$ cat src/rtl/apb_pkg.sv
// Shared APB types and sizing for the requester and its watchdog.
// Default widths match the register slaves on the bus.
package apb_pkg;

    typedef enum logic [1:0] {
        IDLE,
        SETUP,
        ACCESS
    } apb_state_t;

    localparam int APB_AWIDTH  = 4;
    localparam int APB_DWIDTH  = 8;
    localparam int APB_TIMEOUT = 15;

    // Counter width able to hold 0..t, never narrower than one bit.
    function automatic int wdog_width(input int t);
        return (t < 1) ? 1 : $clog2(t + 1);
    endfunction

    localparam int APB_WDOG_W = wdog_width(APB_TIMEOUT);

endpackage

$ cat src/rtl/apb_wdog.sv
// Wait-state watchdog: counts ACCESS cycles with PREADY low and
// flags the cycle whose stall would be the TIMEOUT-th one.
module apb_wdog
    import apb_pkg::*;
#(
    parameter int TIMEOUT = APB_TIMEOUT
) (
    input  logic clk,
    input  logic rst,
    input  logic clr,
    input  logic inc,
    output logic expired
);

    localparam int CW = wdog_width(TIMEOUT);
    localparam logic [CW-1:0] LAST =
        CW'((TIMEOUT > 0) ? TIMEOUT - 1 : 0);

    logic [CW-1:0] cnt;

    // Stall counter, cleared when a new transfer enters SETUP.
    always_ff @(posedge clk or posedge rst) begin
        if (rst) begin
            cnt <= '0;
        end else if (clr) begin
            cnt <= '0;
        end else if (inc) begin
            cnt <= cnt + 1'b1;
        end
    end

    // A zero TIMEOUT disables the watchdog entirely.
    assign expired = (TIMEOUT != 0) && (cnt == LAST);

endmodule

$ cat src/rtl/apb_requester.sv
// APB initiator: one command at a time through SETUP/ACCESS,
// one-cycle response pulse, watchdog-bounded wait states.
module apb_requester
    import apb_pkg::*;
#(
    parameter int AWIDTH  = APB_AWIDTH,
    parameter int DWIDTH  = APB_DWIDTH,
    parameter int TIMEOUT = APB_TIMEOUT
) (
    input  logic              PCLK,
    input  logic              PRESET,
    input  logic              cmd_valid,
    output logic              cmd_ready,
    input  logic              cmd_write,
    input  logic [AWIDTH-1:0] cmd_addr,
    input  logic [DWIDTH-1:0] cmd_wdata,
    output logic              rsp_valid,
    output logic [DWIDTH-1:0] rsp_rdata,
    output logic              rsp_err,
    output logic              PSEL,
    output logic              PENABLE,
    output logic              PWRITE,
    output logic [AWIDTH-1:0] PADDR,
    output logic [DWIDTH-1:0] PWDATA,
    input  logic [DWIDTH-1:0] PRDATA,
    input  logic              PREADY,
    input  logic              PSLVERR
);

    apb_state_t state;
    apb_state_t state_nx;

    logic accept;
    logic done;
    logic tmo;
    logic wd_inc;
    logic wd_exp;

    apb_wdog #(
        .TIMEOUT(TIMEOUT)
    ) u_wdog (
        .clk    (PCLK),
        .rst    (PRESET),
        .clr    (accept),
        .inc    (wd_inc),
        .expired(wd_exp)
    );

    // State register.
    always_ff @(posedge PCLK or posedge PRESET) begin
        if (PRESET) begin
            state <= IDLE;
        end else begin
            state <= state_nx;
        end
    end

    // Next state and bus strobes; PSEL/PENABLE decode straight from
    // state so an asynchronous reset drops them at once.
    always_comb begin
        state_nx  = state;
        cmd_ready = 1'b0;
        PSEL      = 1'b0;
        PENABLE   = 1'b0;
        accept    = 1'b0;
        done      = 1'b0;
        tmo       = 1'b0;
        wd_inc    = 1'b0;
        unique case (state)
            IDLE: begin
                cmd_ready = 1'b1;
                if (cmd_valid) begin
                    accept   = 1'b1;
                    state_nx = SETUP;
                end
            end
            SETUP: begin
                PSEL     = 1'b1;
                state_nx = ACCESS;
            end
            ACCESS: begin
                PSEL    = 1'b1;
                PENABLE = 1'b1;
                if (PREADY) begin
                    done     = 1'b1;
                    state_nx = IDLE;
                end else begin
                    wd_inc = 1'b1;
                    if (wd_exp) begin
                        tmo      = 1'b1;
                        state_nx = IDLE;
                    end
                end
            end
            default: state_nx = IDLE;
        endcase
    end

    // Command capture and response registers; bus fields hold in IDLE.
    always_ff @(posedge PCLK or posedge PRESET) begin
        if (PRESET) begin
            PWRITE    <= 1'b0;
            PADDR     <= '0;
            PWDATA    <= '0;
            rsp_valid <= 1'b0;
            rsp_err   <= 1'b0;
            rsp_rdata <= '0;
        end else begin
            rsp_valid <= done | tmo;
            if (accept) begin
                PWRITE <= cmd_write;
                PADDR  <= cmd_addr;
                PWDATA <= cmd_wdata;
            end
            if (done) begin
                rsp_rdata <= PWRITE ? '0 : PRDATA;
                rsp_err   <= PSLVERR;
            end else if (tmo) begin
                rsp_rdata <= '0;
                rsp_err   <= 1'b1;
            end
        end
    end

endmodule

$ cat config.mk
export PLATFORM = sky130hd
export DESIGN_NAME = apb_requester
export DESIGN_NICKNAME = d
export VERILOG_FILES = /design/src/rtl/apb_pkg.sv /design/src/rtl/apb_wdog.sv /design/src/rtl/apb_requester.sv
export SDC_FILE = /design/constraint.sdc
export NUM_CORES = 1
export LEC_CHECK = 0
export CORE_MARGIN = 5
export CORE_UTILIZATION = 45
export DETAILED_ROUTE_END_ITERATION = 7
export PLACE_DENSITY = 0.87
export SLEW_MARGIN = 20
export SYNTH_ARGS = -nofsm -noshare
export SYNTH_HDL_FRONTEND = slang
export SYNTH_HIERARCHICAL = 1
export SYNTH_SLANG_ARGS = --single-unit
$ cat constraint.sdc
create_clock -name PCLK -period 4.25 [get_ports PCLK]
set_input_delay 0.85 -clock PCLK [delete_from_list [all_inputs] [get_ports PCLK]]
set_output_delay 0.85 -clock PCLK [all_outputs]
set_load 0.02 [all_outputs]
# Word-level counts from Yosys, hierarchy flattened
# Index checks and enable logic that the tools add are counted.
# Widths: inputs -> output; s select.
[word_totals]
regBits = 29
in_bits = 26
out_inout_bits = 26
elab_cells = 43
[classes]
n_addsub = 1
n_eq_ne = 5
mux = 23
bitwise = 1
n_reduce_logical = 5
[op_table]
columns = ["operator", "count"]
rows = [
  ["$mux 8", 3],
  ["$mux 1", 14],
  ["$mux 4", 2],
  ["$mux 2", 3],
  ["$pmux 2 s3", 1],
  ["$add 4x1->4 const B", 1],
  ["$eq 4x4->1 const B", 1],
  ["$reduce_bool 2->1", 2],
  ["$ne 3x2->1 const B", 1],
  ["$eq 2x1->1 const B", 1],
  ["$eq 2x2->1 const B", 1],
  ["$logic_not 2->1", 1],
  ["$ne 2x2->1 const B", 1],
  ["$reduce_and 2->1", 1],
  ["$reduce_or 2->1", 1],
  ["$or 1x1->1", 1],
]

# Longest topological paths before layout
# Gate-level depths: netlist (run 1).
[depth]
word_depth = 6
mapped_depth = 8
mapped_depth_nobuf = 7

# By module
# Netlist (run 1), hierarchy kept.
[by_module_without_submodules]
columns = ["module", "instances", "cells_per_inst", "area_per_inst_um2", "seq_area_each_um2"]
rows = [
  ["apb_requester", 1, 70, 1046.0, 625.6],
  ["apb_wdog", 1, 20, 216.5, 100.1],
]

# Worst setup path after synthesis (run 1)
# Ideal clock, no wire load.
[synth_timing]
kind = "input-to-reg"
startpoint = "input port PREADY"
endpoint = "register u_wdog.cnt[3]"
setup_ps = 125
arrival_ps = 1580
t_required_ps = 4125
slack_ps = 2545
cell_stages = 3
n_path_buf = 0
path_cell_list = "nor2b_1 nand4_1 mux2_4"
[synth_between]
elab_chain_cells = 3
[synth_lines]
columns = ["item", "line_no", "rtl"]
rows = [
  ["start: declaration", "apb_requester.sv:26", "input logic PREADY,"],
  ["$mux 1", "apb_requester.sv:84", "if (PREADY) begin"],
  ["$mux 1", "apb_requester.sv:69", "unique case (state)"],
  ["$reduce_bool 2->1 (no line)", "-", ""],
  ["end signal: assignment", "apb_wdog.sv:28", "cnt <= cnt + 1'b1;"],
  ["end: declaration", "apb_wdog.sv:19", "logic [CW-1:0] cnt;"],
]
# No other way between the ends.
# A chain may end at the register's enable or synchronous reset.

# Worst setup path after layout (run 1)
[layout_timing]
startpoint = "register state[0]"
endpoint = "output port cmd_ready"
[layout_between]
elab_chain_cells = 2
[layout_lines]
columns = ["item", "line_no", "rtl"]
rows = [
  ["start: declaration", "apb_requester.sv:30", "apb_state_t state;"],
  ["start signal: assignment", "apb_requester.sv:54", "state <= state_nx;"],
  ["$logic_not 2->1", "apb_requester.sv:69", ""],
  ["$mux 1", "apb_requester.sv:69", ""],
  ["end: declaration", "apb_requester.sv:13", "output logic cmd_ready,"],
]
# No other way between the ends.

==> results.md, run 1 <==
- Critical Path Fanout Max: 4
- Area growth syn-to-layout: 47.3%
- Placement Setup Slack: 1.93 ns
- GR Overflow Total: 0
- DP HPWL: 2260 um
- Met1 WL: 1040 um
- Final Instance Area: 1860 um2
- Met2 wire length: 1480 um
- Root buf cell: clkbuf_4
- Mapped Area: 1260 um2
- Final WL: 2920 um
- Critical Path Sink Type: primary output
- RSZ-0062 raised after global routing: no
- Post-Synth Adder-Cell Area: 5.95%
- Main combinational cell family by area after synthesis: multiplexers
- Register area share after synthesis: 57.5%
- Crit path max-delay family: buffers and inverters
- Worst rel slew slack: 38.8%
- FF+latch count, synth: 29
- CTS H-tree depth: 2
- Port Buffer Count: 51
- Initial Util: 46.2%
- Fin Hold WS: 0.512 ns
- Finished Layout Cells: 178
- Syn Inst Count: 90
- Leak: 0.856 nW
- Crit path from: state[0]
- Simple-Gate Fraction of Synth Area: 6.24%
- ANT nets after route: 0
- Final Wtd Congestion: 0.644
- I/O pin count: 52
- Worst-Skew Late Latency: 0.32 ns
- # diodes: 0
- Fmax: 392 MHz
- Number of global-route vias before repair: 1,048
- Worst Tran Pin Value: 0.918 ns
- R2R setup slack: 2.54 ns
- Final nets: 178
- Die Width: 63.0 um
- Post-synthesis cell type count: 23
- Post-CTS resize count: 0
- Avg Cell Area, Syn: 14.0 um2
- Post-synthesis net count: 122
- Synth Flop Type: dfrtp_1
- Final core utilization: 68.0%
- Post-synth EDFFs: 0
- Met3 routed WL: 358 um
- TritonCTS buffer count: 5
- Fin. Hold Viols: 0
- Hold path startpoint: rsp_rdata[5]
- Final setup fails: 0
- Crit path DAT: 1.70 ns
- Fin crit share: 60.0%
- Core area: 2730 um2
- Setup tns final: 0 ns
- Placed inst area: 1790 um2
- Buffer depth of the longest clock path: 2
- DR vias: 895
- Initial antenna violation count: 0
- WP buf/inv: 2
- Chip height: 63.0 um
- Post-Synth XOR/XNOR Area: 0.694%
- RR Startpoint: state[0]
- Initial DRC count: 17
- Final worst path period need: 2.55 ns
- Largest net degree at the start of global routing: 26
- Clock Skews: 0.00237 ns
- Slowest stage cell, crit path: clkdlybuf4s50_1
- Slowest stage delay, CP: 0.63 ns
- # rows: 19
- CTS tree: done
- Yosys Warn Count: 6
- Vias per Instance: 5.03
- Wire per inst: 16.4 um
- Area leader, netlist: dfrtp_1
- Max-cap viol count: 0
- Hold-fix buffers, CTS: 0
- Drt drc: 0
- Area contributors post-synth: dfrtp_1, mux2_4, mux2_2
- Peak VDD IR: 0.000545 V
- Setup ws final: 1.70 ns
- Cell total after placement: 170
- Share of cells above drive strength 1: 19.0%
- First-pass GRT wire length: 4820 um
- GRT Total Usage: 15.5%
- CP startpoint kind: flip-flop
- DR pass1 iterations: 4
- Reg clk slew, reported paths: 0.09 ns
- Critical-path cell list: inv_1, ha_1, clkdlybuf4s50_1
- Hold Path Class: reg -> reg
- Power Density: 725 nW/um2
- Synth Area in Compound Gates: 10.0%
- Clk sinks: 29
- Mux share of post-synthesis cell area: 15.5%
- Uppermost layer routed: met4
- Share of flip-flops with an asynchronous set or reset: 100%
- Die area: 3960 um2
- Data required, critical path: 3.40 ns
- Top-count cell post-synth: dfrtp_1
- Synth top area share: 57.5%
- Run status: finished, final reports clean
- Total power: 1.35 mW
- Post-CTS Repair Setup Buffers: 0
- Max Transition Viols Final: 0
- Setup Crit Path Kind: reg -> out
- Synth cell count leaders: dfrtp_1, a22o_1, inv_1, mux2_2, mux2_4
[metal layers]
metal / GRT usage [%] / up-vias
li1: - / 422
met1: 15.3 / 420
met2: 26.9 / 46
met3: 8.81 / 7
met4: 5.57 / 0
met5: 0 / -
[cell type report]
cell class / count / area [um2]
Multi-Input combinational cell: 51 / 484
Clock buffer: 7 / 65.1
Fill cell: 223 / 875
Clock inverter: 1 / 5.00
Sequential cell: 29 / 726
Tap cell: 31 / 38.8
Timing Repair Buffer: 51 / 510
Inverter: 8 / 30.0
[power by group]
| group | leakage (nW) | internal (mW) | switching, mW | total, mW |
|---|---|---|---|---|
| clock network | 0.0413 | 0.0958 | 0.0946 | 0.190 |
| registers | 0.362 | 0.394 | 0.0749 | 0.469 |
| logic | 0.453 | 0.368 | 0.320 | 0.688 |
[cell families after synthesis]
| logic type | Yosys count |
|---|---|
| AND/OR/NAND/NOR | 13 |
| XOR/XNOR | 1 |
| multiplexers | 15 |
| AO/OA/AOI/OAI | 16 |
| adder cells (fa/ha/maj) | 6 |
| flip-flops | 29 |
| buffers and inverters | 10 |
[cells in the final DEF, fill, tap and decap left out, types with 2 or more instances in the layout]
cell	netlist	layout
nand2_2	2	2
clkbuf_8	0	2
a21oi_1	2	2
o21a_1	2	2
clkdlybuf4s50_1	0	51
nor2b_1	2	2
a22o_1	8	8
mux2_4	7	7
dfrtp_1	29	29
clkbuf_4	0	5
inv_1	8	8
mux2_2	8	8
ha_1	6	6
nor2_1	3	3
[state kept, by name (all words and copies together) (netlist names)]
signal,count
rsp_err,1
rsp_valid,1
state,2
u_wdog/cnt,4
PADDR,4
PWDATA,8
rsp_rdata,8
PWRITE,1
[final timing paths]
path	endpoint	cells after the start
setup / recovery	cmd_ready	3
hold / removal	rsp_rdata[5]	1
setup reg to reg	u_wdog/cnt[3]	5
hold reg to reg	rsp_rdata[5]	1
max in group asynchronous	PWDATA[7]	2
min in group asynchronous	u_wdog/cnt[2]	2
No activity file was read; power rests on OpenSTA's default activity.
==> run 2: changes to the inputs <==
--- a/config.mk
+++ b/config.mk
@@ -6,9 +6,9 @@
 export NUM_CORES = 1
 export LEC_CHECK = 0
 export CORE_MARGIN = 5
-export CORE_UTILIZATION = 45
+export CORE_UTILIZATION = 42
 export DETAILED_ROUTE_END_ITERATION = 7
-export PLACE_DENSITY = 0.87
+export PLACE_DENSITY = 0.83
 export SLEW_MARGIN = 20
 export SYNTH_ARGS = -nofsm -noshare
 export SYNTH_HDL_FRONTEND = slang
==> constraint.sdc (replaced) <==
create_clock -name PCLK -period 2.6 [get_ports PCLK]
set_input_delay 0.52 -clock PCLK [delete_from_list [all_inputs] [get_ports PCLK]]
set_output_delay 0.52 -clock PCLK [all_outputs]
set_load 0.02 [all_outputs]
==> run 2 against run 1 <==
  * First-iteration DRC count rose by 5.9%
  * Wire length down 1.3%
  * Via count is 1.5% lower
  * Register-to-register slack got worse by 1.7 ns
  * Clock skew up 0.0086 ns
  * Count of clock-buffer cells in the layout shrank 1
  * Worst hold slack got worse by 0.12 ns
  * Clock power rose by 35%
  * Critical endpoint unchanged
  * Largest power group unchanged
==> results.md, run 2 (synthesized netlist as in run 1, its figures left out) <==
- Run status: finished, final reports clean
- Setup ws final: 0.363 ns (-1.34 ns)
- # rows: 19 (unchanged)
- Peak VDD IR: 0.000684 V (+26%)
- CTS tree: done
- Worst rel slew slack: 73.0% (+34 points)
- DP HPWL: 2250 um (-0.50%)
- Total power: 2.14 mW (+59%)
- RR Startpoint: state[0]
- Flop pwr share: 35.7% (+0.9 points)
- RSZ-0062 raised after global routing: no
- Clock power frac: 12.0% (-2.1 points)
- Share of cells above drive strength 1: 18.9% (-0.13 points)
- Fillers: 233 (+4.5%)
- Largest net degree at the start of global routing: 26 (unchanged)
- Post-CTS Repair Setup Buffers: 0 (unchanged)
- Leak: 0.852 nW (-0.52%)
- CTS H-tree depth: 2 (unchanged)
- CP startpoint kind: flip-flop
- Fin Hold WS: 0.391 ns (-0.120 ns)
- Sw Pwr: 0.792 mW (+62%)
- Reg clk slew, reported paths: 0.09 ns (about the same)
- Number of global-route vias before repair: 1,036 (-1.1%)
- Clk sinks: 29 (unchanged)
- Commonest non-fill, non-tap cells in the layout: clkdlybuf4s50_1, dfrtp_1, inv_1, a22o_1, mux2_2
- Max-cap viol count: 0 (unchanged)
- Wire per inst: 16.1 um (-1.8%)
- Crit path DAT: 1.72 ns (+0.02 ns)
- Critical Path Sink Type: primary output
- Critical Path Fanout Max: 4 (unchanged)
- Multi-input gate area: 484 um2 (unchanged)
- Cell total after placement: 171 (+0.59%)
- Crit path max-delay family: buffers and inverters
- Die Width: 64.8 um (+3.0%)
- Max Transition Viols Final: 0 (unchanged)
- Placement Setup Slack: 0.595 ns (-1.34 ns)
- I/O pin count: 52 (unchanged)
- Worst flop-to-flop path endpoint: u_wdog/cnt[3]
- Clock Skews: 0.0110 ns (+0.00858 ns)
- Buffer depth of the longest clock path: 2 (unchanged)
- Chip height: 64.8 um (+3.0%)
- Core area: 2830 um2 (+3.5%)
- Final WL: 2890 um (-1.3%)
- Regs by FF count: PWDATA x8, rsp_rdata x8
- Power Density: 1160 nW/um2 (+60%)
- Fin crit share: 86.0%
- Worst-Skew Late Latency: 0.33 ns (about the same)
- Drt drc: 0 (unchanged)
- FF/Latch Area: 726 um2 (unchanged)
- Data required, critical path: 2.08 ns (-1.32 ns)
- Fin. Hold Viols: 0 (unchanged)
- Final nets: 179 (+0.56%)
- Leading cell type in the layout, fill and taps excluded: clkdlybuf4s50_1
- R2R depth: 5 (unchanged)
- Setup tns final: 0 ns (unchanged)
- Hold-fix buffers, CTS: 0 (unchanged)
- R2R setup slack: 0.87 ns (-1.67 ns)
- Area growth syn-to-layout: 46.4%
- Die area: 4200 um2 (+6.0%)
- Initial DRC count: 18 (+1)
- DR pass1 iterations: 3 (-1)
- Combinational fraction of design power: 52.2% (+1.2 points)
- Setup Crit Path Kind: reg -> out
- Slowest stage delay, CP: 0.63 ns (about the same)
- Worst Tran Pin Value: 0.404 ns (-0.514 ns)
- ANT nets after route: 0 (unchanged)
- Hold Path Class: in -> async
- Initial antenna violation count: 0 (unchanged)
- Cell internal pwr: 1.35 mW (+57%)
- Vias per Instance: 4.93 (-2.0%)
- GR Overflow Total: 0 (unchanged)
- # diodes: 0 (unchanged)
- TritonCTS buffer count: 5 (unchanged)
- First-pass GRT wire length: 4790 um (-0.73%)
- WP buf/inv: 2 (unchanged)
- Fmax: 447 MHz
- Post-CTS resize count: 0 (unchanged)
- Initial Util: 44.6% (-1.6 points)
- Finished Layout Cells: 179 (+0.56%)
- Root buf cell: clkbuf_4
- Sw Share: 37.0% (+0.68 points)
- Port Buffer Count: 51 (unchanged)
- Critical-path cell list: inv_1, ha_1, clkdlybuf4s50_1
- Final worst path period need: 2.24 ns
- Slowest stage cell, crit path: clkdlybuf4s50_1
- DR vias: 882 (-1.5%)
- Final setup fails: 0 (unchanged)
- Final Wtd Congestion: 0.739 (+15%)
- GRT Total Usage: 15.1% (-0.42 points)
-- run 2: cell count changes in the layout (fill, tap and decap cells not counted), sizes merged --
cell | before | now
clkinv | 1 | 2
clkbuf | 7 | 6
buf | 0 | 1
-- run 2: layout make-up --
| class | count | area share [%] |
|---|---|---|
| Sequential cell | 29 | 39.3 |
| Timing Repair Buffer | 52 | 28.0 |
| Multi-Input combinational cell | 51 | 26.2 |
| Clock buffer | 6 | 2.23 |
| Tap cell | 31 | 2.10 |
| Inverter | 8 | 1.62 |
| Clock inverter | 2 | 0.542 |
-- run 2: metrics by stage --
| stage | utilization, % | instance area (um2) |
|---|---|---|
| floorplan | - | 1260 |
| global placement | 63.5 | 1800 |
| detailed placement | 63.5 | 1800 |
| CTS | 65.3 | 1850 |
| global route | 65.3 | 1850 |
| finish | 65.3 | 1850 |
-- run 2: worst max-delay path by stage --
stage / from / end / slack (ns) / cells past startpoint
CTS: state[0] / cmd_ready / 0.35 / 3
global route: state[0] / cmd_ready / 0.28 / 3
global placement: PREADY / u_wdog/cnt[3] / 0.66 / 4
floorplan: state[0] / u_wdog/cnt[3] / 0.97 / 7
finish: state[0] / cmd_ready / 0.36 / 3
detailed placement: cmd_valid / u_wdog/cnt[3] / 0.60 / 5
-- run 2: worst reg2reg max path, delay by kind of cell, from the launching register on --
kind	cells	cell delay [ns]
flip-flops	1	0.39
buffers and inverters	1	0.12
adder cells (fa/ha/maj)	1	0.21
multiplexers	1	0.33
AND/OR/NAND/NOR	2	0.57
-- run 2: power groups by stage --
stage               registers [mW]  logic [mW]  clock network [mW]
floorplan                    0.963       0.437                   0
global placement             0.761        1.10                   0
detailed placement           0.775        1.13                   0
CTS                          0.766        1.14               0.268
global route                 0.790        1.19               0.289
finish                       0.765        1.12               0.257
-- run 2: per-layer routing --
| layer | share of wire [%] | vias to the layer above | track usage (%) |
|---|---|---|---|
| met5 | 0 | - | 0 |
| met4 | 2.3 | 0 | 7.92 |
| met3 | 5.3 | 8 | 5.35 |
| met2 | 51 | 26 | 26.3 |
| met1 | 41 | 420 | 16.1 |
| li1 | - | 428 | - |
